## config.mk

```make
export PLATFORM = sky130hd
export DESIGN_NAME = conv_enc_k3
export DESIGN_NICKNAME = d
export VERILOG_FILES = /design/src/rtl/conv_enc_k3.sv
export SDC_FILE = /design/constraint.sdc
export NUM_CORES = 1
export LEC_CHECK = 0
export ABC_AREA = 1
export BUFFER_PORTS_ARGS = -buffer_cell sky130_fd_sc_hd__buf_2
export CAP_MARGIN = 40
export CELL_PAD_IN_SITES_DETAIL_PLACEMENT = 0
export CELL_PAD_IN_SITES_GLOBAL_PLACEMENT = 1
export CORE_MARGIN = 2
export CORE_UTILIZATION = 34
export CTS_CLUSTER_DIAMETER = 40
export DETAILED_ROUTE_END_ITERATION = 6
export MAX_ROUTING_LAYER = met4
export PLACE_DENSITY = 0.79
export SLEW_MARGIN = 0
export SYNTH_ARGS = -nofsm -noshare
export SYNTH_HDL_FRONTEND = slang
export SYNTH_SLANG_ARGS = --single-unit
```

## constraint.sdc

```tcl
create_clock -name clk -period 1.15 [get_ports clk]
set_clock_uncertainty 0.2 [all_clocks]
set_input_delay 0.1725 -clock clk [delete_from_list [all_inputs] [get_ports clk]]
set_output_delay 0.1725 -clock clk [all_outputs]
set_load 0.03 [all_outputs]
```

## src/rtl/conv_enc_k3.sv

```systemverilog
// Rate-1/2, K=3 convolutional encoder with a single registered output slot.
// Define CONV_ENC_TAIL_EN to append two zero-tail codewords per frame; otherwise frames are truncated.
module conv_enc_k3 #(
   parameter int unsigned FRAME_LEN = 8,
   parameter logic [2:0]  G0        = 3'b111,
   parameter logic [2:0]  G1        = 3'b101
) (
   input  logic       clk,
   input  logic       rst_n,
   input  logic       in_valid,
   output logic       in_ready,
   input  logic       in_bit,
   output logic       out_valid,
   input  logic       out_ready,
   output logic [1:0] out,
   output logic       out_last,
   output logic [1:0] dbg_state_o
);
   localparam int unsigned   CW       = $clog2(FRAME_LEN + 1);
   localparam logic [CW-1:0] LAST_IDX = CW'(FRAME_LEN - 1);

   // Handshake: a word moves on a rising edge where valid and ready are both 1; valid never
   // waits on ready, and a stalled output word (out_valid & !out_ready) holds out/out_last.
   typedef enum logic [1:0] {IDLE = 2'd0, DATA = 2'd1, TAIL = 2'd2} state_t;

   state_t        state_q, state_d;
   logic [CW-1:0] cnt_q, cnt_d;
   logic [1:0]    sr_q, sr_d;
   logic [1:0]    out_q, out_d;
   logic          vld_q, vld_d;
   logic          last_q, last_d;
   logic          en_q;
   logic          slot_free, accept, u;
   logic [2:0]    taps;
   logic [1:0]    cw;

   assign slot_free = ~vld_q | out_ready;
   assign in_ready  = en_q & slot_free & (state_q != TAIL);
   assign accept    = in_valid & in_ready;
   // Tail codewords encode u=0, which falls out of accept being low in TAIL.
   assign u         = accept & in_bit;
   assign taps      = {u, sr_q};
   assign cw        = {^(G1 & taps), ^(G0 & taps)};

   always_comb begin
      state_d = state_q;
      cnt_d   = cnt_q;
      sr_d    = sr_q;
      out_d   = out_q;
      vld_d   = vld_q;
      last_d  = last_q;
      if (out_ready) begin
         vld_d  = 1'b0;
         last_d = 1'b0;
      end
      if (accept) begin
         out_d   = cw;
         vld_d   = 1'b1;
         last_d  = 1'b0;
         sr_d    = {u, sr_q[1]};
         cnt_d   = cnt_q + 1'b1;
         state_d = DATA;
         if (cnt_q == LAST_IDX) begin
            cnt_d = '0;
`ifdef CONV_ENC_TAIL_EN
            state_d = TAIL;
`else
            state_d = IDLE;
            sr_d    = 2'b00;
            last_d  = 1'b1;
`endif
         end
      end
`ifdef CONV_ENC_TAIL_EN
      else if ((state_q == TAIL) && slot_free) begin
         out_d = cw;
         vld_d = 1'b1;
         sr_d  = {1'b0, sr_q[1]};
         // cnt_q[0] marks the second tail word; the trellis is forced home as it loads.
         if (cnt_q[0]) begin
            last_d  = 1'b1;
            sr_d    = 2'b00;
            cnt_d   = '0;
            state_d = IDLE;
         end else begin
            last_d = 1'b0;
            cnt_d  = cnt_q + 1'b1;
         end
      end
`endif
   end

   always_ff @(posedge clk or negedge rst_n) begin
      if (!rst_n) begin
         state_q <= IDLE;
         cnt_q   <= '0;
         sr_q    <= 2'b00;
         out_q   <= 2'b00;
         vld_q   <= 1'b0;
         last_q  <= 1'b0;
         en_q    <= 1'b0;
      end else begin
         state_q <= state_d;
         cnt_q   <= cnt_d;
         sr_q    <= sr_d;
         out_q   <= out_d;
         vld_q   <= vld_d;
         last_q  <= last_d;
         en_q    <= 1'b1;
      end
   end

   assign out         = out_q;
   assign out_valid   = vld_q;
   assign out_last    = last_q;
   assign dbg_state_o = state_q;

endmodule
```

## After elaboration in Yosys (flattened, before gate mapping)

Index checks and enable logic that the tools add are counted.

| cells by class | value |
|---|---|
| multiplexer cells | 7 |
| eq/ne operators | 2 |
| $add $sub $neg | 1 |
| bitwise logic cells | 6 |
| reductions and logical operators | 3 |

Operator list:

| operator | number |
|---|---|
| $reduce_xor A3 Y1 | 2 |
| $mux W1 | 5 |
| $add A4 B1 Y4 const B | 1 |
| $and A1 B1 Y1 | 4 |
| $eq A4 B3 Y1 const B | 1 |
| $mux W4 | 1 |
| $mux W2 | 1 |
| $ne A2 B2 Y1 const B | 1 |
| $reduce_bool A2 Y1 | 1 |
| $not A1 Y1 | 1 |
| $or A1 B1 Y1 | 1 |

| word-level totals | value |
|---|---|
| output and inout port bits | 7 |
| register bits after elaboration | 13 |
| logic and storage cells | 26 |

## Depth between registers and ports, before layout

Gate-level depths: netlist (run 1).

| depth | value |
|---|---|
| depth after elaboration | 7 |
| mapped depth | 6 |

## Worst setup path after synthesis (run 1)

Ideal clock, no wire load.

| timing | value |
|---|---|
| kind | reg-to-reg |
| start | register vld_q (netlist: out_valid) |
| end | register state_q[0] (netlist: dbg_state_o[0]) |
| path slack | -167 ps |
| period minus slack after synthesis | 1,317 ps |
| buffers on the path | 1 |
| arrival time | 997 ps |
| cell stages (with the launch flop) | 6 |
| path through | dfrtp_1 -> nand2_4 -> nand3_4 -> buf_6 -> nand2_1 -> o21ai_2 |

| between the ends | value |
|---|---|
| word-level cells in the longest chain between the ends | 5 |

RTL lines:

| what | RTL line | RTL |
|---|---|---|
| start: declaration | 30 | `logic vld_q, vld_d;` |
| start signal: assignment | 107 | `vld_q <= vld_d;` |
| $not A1 Y1 | 37 | `assign slot_free = ~vld_q \| out_ready;` |
| $or A1 B1 Y1 | 37 |  |
| $and A1 B1 Y1 (2 in series) | 38 | `assign in_ready = en_q & slot_free & (state_q != TAIL);` |
| $and A1 B1 Y1 | 39 | `assign accept = in_valid & in_ready;` |
| end signal: assignment | 103 | `state_q <= state_d;` |
| end: declaration | 26 | `state_t state_q, state_d;` |

Every way passes these cells.
A chain may end at the register's enable or synchronous reset.

## Final worst setup path (run 1)

| timing | value |
|---|---|
| start | register vld_q (netlist: out_valid) |
| end | output port in_ready |

| between the ends | value |
|---|---|
| word-level cells in the longest chain between the ends | 4 |

RTL lines:

| what | RTL line | RTL |
|---|---|---|
| $not A1 Y1 | 37 |  |
| $or A1 B1 Y1 | 37 |  |
| $and A1 B1 Y1 (2 in series) | 38 |  |
| end: declaration | 11 | `output logic in_ready,` |

Every way passes these cells.

==> results of run 1 <==
-- stage by stage --
| step | setup slack, ns | instances | total power, mW | hold WS (ns) | utilization [%] |
|---|---|---|---|---|---|
| finish | -0.198 | 126 | 1.75 | -0.00133 | 58.6 |
| CTS | -0.218 | 119 | 1.59 | 0.00103 | 50.8 |
| global placement | -0.0862 | 109 | 1.14 | -0.134 | 41.5 |
| detailed placement | -0.0883 | 109 | 1.14 | -0.129 | 41.5 |
| floorplan | -0.0991 | 72 | 0.990 | -0.323 | - |
| global route | -0.240 | 126 | 1.87 | 0.0116 | 58.6 |
-- placed cells by master (no fill, tap or decap) --
cell	n
a21oi_2	2
buf_12	2
buf_2	5
buf_4	10
buf_6	7
clkbuf_16	1
clkbuf_4	3
clkbuf_8	1
clkinv_8	1
conb_1	2
dfrtp_1	11
dfrtp_2	1
dlygate4sd3_1	2
ha_2	1
inv_1	5
inv_2	3
nand2_1	16
nand2_2	11
nand2_4	5
nand3_1	3
nand3_4	1
nand4_1	1
nor2_1	1
nor2_4	2
o21ai_1	1
o21ai_2	2
xnor2_1	1
-- state kept, by name (all words and copies together), names as in the netlist --
register     count
cnt_q            4
dbg_state_o      1
out_valid        1
out              2
en_q             1
out_last         1
sr_q             2
-- final timing paths --
check | to | slack [ns]
setup / recovery | in_ready | -0.20
hold / removal | out_last | -0.001
setup reg to reg | out[0] | -0.16
hold reg to reg | sr_q[0] | 0.35
max in group asynchronous | out_valid | 0.40
min in group asynchronous | cnt_q[2] | 0.10
-- routing by layer --
layer | share of wire (%) | GRT usage [%]
met5 | 0 | -
met4 | 0 | 6.86
met3 | 3.3 | 2.35
met2 | 51 | 17.8
met1 | 46 | 16.4
-- power groups by stage --
| stage | Clock, mW | Combinational [mW] | Sequential (mW) |
|---|---|---|---|
| after CTS | 0.347 | 0.583 | 0.656 |
| after detailed placement | 0 | 0.488 | 0.655 |
| final | 0.334 | 0.749 | 0.666 |
| after floorplan | 0 | 0.274 | 0.716 |
| after global placement | 0 | 0.489 | 0.651 |
| after global routing | 0.365 | 0.822 | 0.681 |
-- area by class of cell --
type                            instances  area (um2)
Multi-Input combinational cell         49         322
Tap cell                               25        31.3
Fill cell                             147         707
Clock buffer                            4        36.3
Timing Repair Buffer                   27         264
Inverter                                9        46.3
Sequential cell                        12         302
-- cells by family after synthesis --
group                      after synthesis  share of synthesized area, %
and+or+nand+nor                         40                          31.8
DFF                                     12                          49.0
buffers and inverters                   11                          8.57
AOI/OAI and AO/OA                        5                          5.92
other                                    2                          1.22
xor gates and xnor gates                 1                          1.43
adders and majority gates                1                          2.04
-- repair_timing --
item,CTS,global route
endpoints found under the hold margin,13,0
hold buffers,2,0
gates resized for setup,17,21
buffers inserted,4,6
setup endpoints to repair,17,17
gates cloned,0,1
pin swaps,1,8
-- worst register-to-register path, stage by stage, from the launching register on --
cell     delay [ns]
dfrtp_2        0.42
nand2_4        0.08
buf_12         0.10
nand3_4        0.11
buf_12         0.18
nand2_4        0.06
inv_2          0.03
a21oi_2        0.08
==> flow_summary.ini, run 1 <==
[clock_tree]
clk_latency_ns = 0.27
cts_tree = built
cts_max_path_buffers = 2
cts-buffers-inserted = 3
cts_root_buffer = clkbuf_4
h-tree-depth = 1
path_clk_slew_ns = 0.07
clock-sinks = 12

[worst_setup_path]
arrival_ns = 0.98
crit_type = flop to output port
cp-start-kind = flop
cpMaxStageDelayCell = dfrtp_2
slowest_delay_ns = 0.42
worstPathBufferInverterCount = 2
cp.required_ns = 0.78
end_kind = output port
reg2reg_depth = 7
r2r_start = out_valid
cp_cell_sequence = nand2_4 -> nand2_2 -> inv_2 -> buf_6
cp_top_family = flip-flops
critPathLaunch = out_valid
cp_max_fo = 2
worst-path-stages = 4

[synthesis]
synth_area_leaders = dfrtp_1 (49%), nand2_1 (18%), inv_1 (4.9%)
yosysTopAreaCell = dfrtp_1
synth_cell_types = 20
yosys_warnings = 0
synth_edf_count = 0
async_flop_share_pct = 100
synthCells = 72
ys_ff_latch = 12
yosys_most_used_dff = dfrtp_1
yosysSeqAreaShare_pct = 49.0
synth_area_um2 = 613
avgSynthCellArea_um2 = 8.52
ys_top_cells_by_count = nand2_1 (30), dfrtp_1 (12), inv_1 (8)
synth_top_area_share_pct = 49.0
syn_nets = 78
yosysMostFrequentCell = nand2_1

[timing]
finalHoldViolCount = 1
fin_ws_ns = -0.198
rsz0062_at_grt = yes
min_period_ns = 1.35
fin_tns_setup_ns = -1.94
drv_slew = 0
finalSetupViolCount = 17
fin_crit_sh_pct = 117
max_freq_mhz = 742
hold_slack_ns = -0.00133

[finish]
synthToLayoutAreaGrowth_pct = 63.3
drive_gt1_share_pct = 57.4
nets = 108
final_area_um2 = 1000
num_antenna_cells = 0

[power]
p_switching_mw = 0.633
intPower_mw = 1.12
p_leak_nw = 0.516
power_frac_clock_pct = 19.1
seq_power_share_pct = 38.1
sw_frac_of_total_pct = 36.2
vdd_drop_max_mv = 0.874
combPwrFrac_pct = 42.8
power_density_nw_per_um2 = 1750

[placed_design]
placed_area_um2 = 709
gp_congestion = 0.669
hpwl_um = 722
port_buffers = 10

[global_route]
first_global_vias = 423
grt_start_max_net_pins = 13
grt_use_total_pct = 12.4
antenna_found_initial = 0
grt_remaining_overflow = 0
grt_pass1_wl_um = 1790

[flow_run]
cap_violations = 0

[routing]
dr_total_vias = 538
routed_via_density = 4.27
drcViolationCount = 0
drtIter0Drc = 3
dr.pass1.iters = 4
avgRoutedWirePerCell_um = 9.87
drt.antenna.violating_nets = 0
drt-total-wl_um = 1240

[min_path]
hp-start = out_ready
hold_path.class = primary input to flop
worstHoldPathCells = 4

[floorplan]
die_h_um = 46.5
core_um2 = 1710
initial_core_util_pct = 35.9
die_area_um2 = 2160
die_w_um = 46.5
rows = 15
io_pins = 12

[status]
violations = hold timing, setup timing
outcome = finished with violations
(Power assumes the default switching activity.)
==> run 2, diff against run 1 <==
--- a/config.mk
+++ b/config.mk
@@ -5,17 +5,16 @@
 export SDC_FILE = /design/constraint.sdc
 export NUM_CORES = 1
 export LEC_CHECK = 0
-export ABC_AREA = 1
 export BUFFER_PORTS_ARGS = -buffer_cell sky130_fd_sc_hd__buf_2
 export CAP_MARGIN = 40
 export CELL_PAD_IN_SITES_DETAIL_PLACEMENT = 0
 export CELL_PAD_IN_SITES_GLOBAL_PLACEMENT = 1
 export CORE_MARGIN = 2
-export CORE_UTILIZATION = 34
+export CORE_UTILIZATION = 30
 export CTS_CLUSTER_DIAMETER = 40
 export DETAILED_ROUTE_END_ITERATION = 6
 export MAX_ROUTING_LAYER = met4
-export PLACE_DENSITY = 0.79
+export PLACE_DENSITY = 0.68
 export SLEW_MARGIN = 0
 export SYNTH_ARGS = -nofsm -noshare
 export SYNTH_HDL_FRONTEND = slang
==> run 2 against run 1 <==
  * The run still ends with hold timing, setup timing left
  * Utilization fell by 7.1 points
  * Via count fell by 22%
  * Register-to-register slack got worse by 0.12 ns
  * Synthesized cell count fell by 36%
  * Cell count fell by 19%
  * Critical endpoint unchanged
  * Largest power group unchanged
==> flow_summary.ini, run 2 <==
[status]
outcome = finished with violations
violations = hold timing, setup timing

[clock_tree]
clock-sinks = 12
h-tree-depth = 1
cts-buffers-inserted = 3
path_clk_slew_ns = 0.07
cts_tree = built
cts_root_buffer = clkbuf_4
ctsHoldBuffers = 3
clk_latency_ns = 0.28
cts_max_path_buffers = 2

[global_route]
antenna_found_initial = 0
first_global_vias = 414
grt_use_total_pct = 11.3
grt_pass1_wl_um = 1700
grt_start_max_net_pins = 13
grt_remaining_overflow = 0

[floorplan]
die_h_um = 47.9
die_w_um = 47.9
io_pins = 12
rows = 15
die_area_um2 = 2300
initial_core_util_pct = 32.8
core_um2 = 1760

[synthesis]
yosys_warnings = 0
synth_edf_count = 0
yosysMostFrequentCell = dfrtp_1
yosysTopAreaCell = dfrtp_1
syn_nets = 52
yosysSeqAreaShare_pct = 51.8
synth_cell_types = 21
synthCells = 46
yosys_most_used_dff = dfrtp_1
avgSynthCellArea_um2 = 12.6
synth_top_area_share_pct = 51.8
synth_area_um2 = 579
ys_ff_latch = 12
synth_area_leaders = dfrtp_1 (52%), mux2_4 (10%), mux2i_1 (6.9%)
ys_top_cells_by_count = dfrtp_1 (12), nand2_1 (5), mux2_4 (4), mux2i_1 (4), inv_1 (3)
async_flop_share_pct = 100

[finish]
largest_reg_flops = 4
num_antenna_cells = 0
mostFrequentLayoutCells = dfrtp_1 (11), buf_4 (11), buf_6 (10)
nets = 84
synthToLayoutAreaGrowth_pct = 56.8
drive_gt1_share_pct = 59.7
final_cells = 102
fillers = 169
regMostFlops = cnt_q

[timing]
min_period_ns = 1.48
drv_slew = 0
finalHoldViolCount = 1
finalSetupViolCount = 16
fin_crit_sh_pct = 129
hold_slack_ns = -0.0295
max_freq_mhz = 675
fin_ws_ns = -0.331
rsz0062_at_grt = yes

[routing]
drt-total-wl_um = 1030
drtIter0Drc = 3
drcViolationCount = 0
avgRoutedWirePerCell_um = 10.1
dr.pass1.iters = 3
routed_via_density = 4.12
drt.antenna.violating_nets = 0
dr_total_vias = 420

[power]
vdd_drop_max_mv = 0.708
power_density_nw_per_um2 = 2200
p_leak_nw = 0.449

[worst_setup_path]
cp-start-kind = flop
cp.required_ns = 0.78
arrival_ns = 1.11
end_kind = output port
crit_type = flop to output port
cp_max_fo = 3

[flow_run]
cap_violations = 0

[placed_design]
hpwl_um = 666
gp_congestion = 0.712
dp_cells = 88
port_buffers = 10

[min_path]
hold_path.class = primary input to flop
==> run 2: changes by cell type in the layout (fill, tap and decap cells not counted), moves of 3 or more <==
cell     change
nand2_2      -7
inv_2        -3
nand3_1      -3
nand2_1     -15
nand2_4      -5
buf_6        +3
mux2i_1      +4
mux2_4       +5
==> run 2: what timing repair did <==
item,CTS,global route
gates cloned,0,0
pin swaps,6,6
gates resized for setup,18,4
setup endpoints to repair,16,16
setup buffers,6,3
endpoints found under the hold margin,14,1
==> run 2: where the power goes <==
group          leakage, nW  total [mW]  switching [mW]  internal, mW
combinational        0.288       0.957           0.382         0.575
sequential           0.141       0.701           0.120         0.580
clock               0.0210       0.341           0.148         0.193
==> run 2: cell type report <==
type / count / area, um2 / share of cell area (%)
sequential: 12 / 302 / 33.2
multi-input combinational: 29 / 278 / 30.6
tap: 25 / 31.3 / 3.44
clock buffer: 4 / 36.3 / 3.99
timing repair buffer: 29 / 250 / 27.5
inverter: 3 / 11.3 / 1.24
==> run 2: worst paths after layout <==
check / start / to / slack [ns] / cells past startpoint
setup / recovery: out_valid / in_ready / -0.33 / 4
setup reg to reg: out_valid / dbg_state_o[0] / -0.28 / 3
hold reg to reg: sr_q[0] / sr_q[0] / 0.33 / 2
min in group asynchronous: rst_n / cnt_q[0] / 0.09 / 2
max in group asynchronous: rst_n / out_valid / 0.43 / 2
hold / removal: in_valid / out_valid / -0.03 / 3
==> run 2: logic make-up (layout without fill, tap and decap cells) <==
kind of cell	Yosys count	after routing	synth area share, %
flops	12	12	51.8
mux	9	9	19.2
buf+inv	5	36	5.18
simple gates	14	14	15.8
xor+xnor	3	3	4.54
other cells	2	2	1.30
fa+ha+maj	1	1	2.16
==> run 2: critical path: stages, from the launching register on <==
cell and delay [ns]:
dfrtp_2 0.42, nand2b_4 0.08, buf_6 0.09, and2_4 0.12
buf_6 0.12
==> run 2: through the flow <==
step	util (%)	area, um2	total power [mW]	setup TNS, ns	worst slack (ns)
2_1_floorplan	-	593	1.16	-2.09	-0.309
3_3_place_gp	41.0	723	1.40	-2.05	-0.221
3_5_place_dp	41.0	723	1.41	-2.17	-0.242
4_1_cts	50.2	886	1.99	-3.06	-0.345
5_1_grt	51.5	908	2.15	-3.76	-0.368
6_report	51.5	908	2.00	-3.00	-0.331
==> run 2: routing by layer <==
metal / global-route usage (%) / wire length [um] / up-vias
met3: 1.13 / 24 / 4
met1: 13.6 / 461 / 200
li1: - / - / 207
met2: 16.5 / 502 / 9
met5: - / 0 / -
met4: 9.73 / 43 / 0
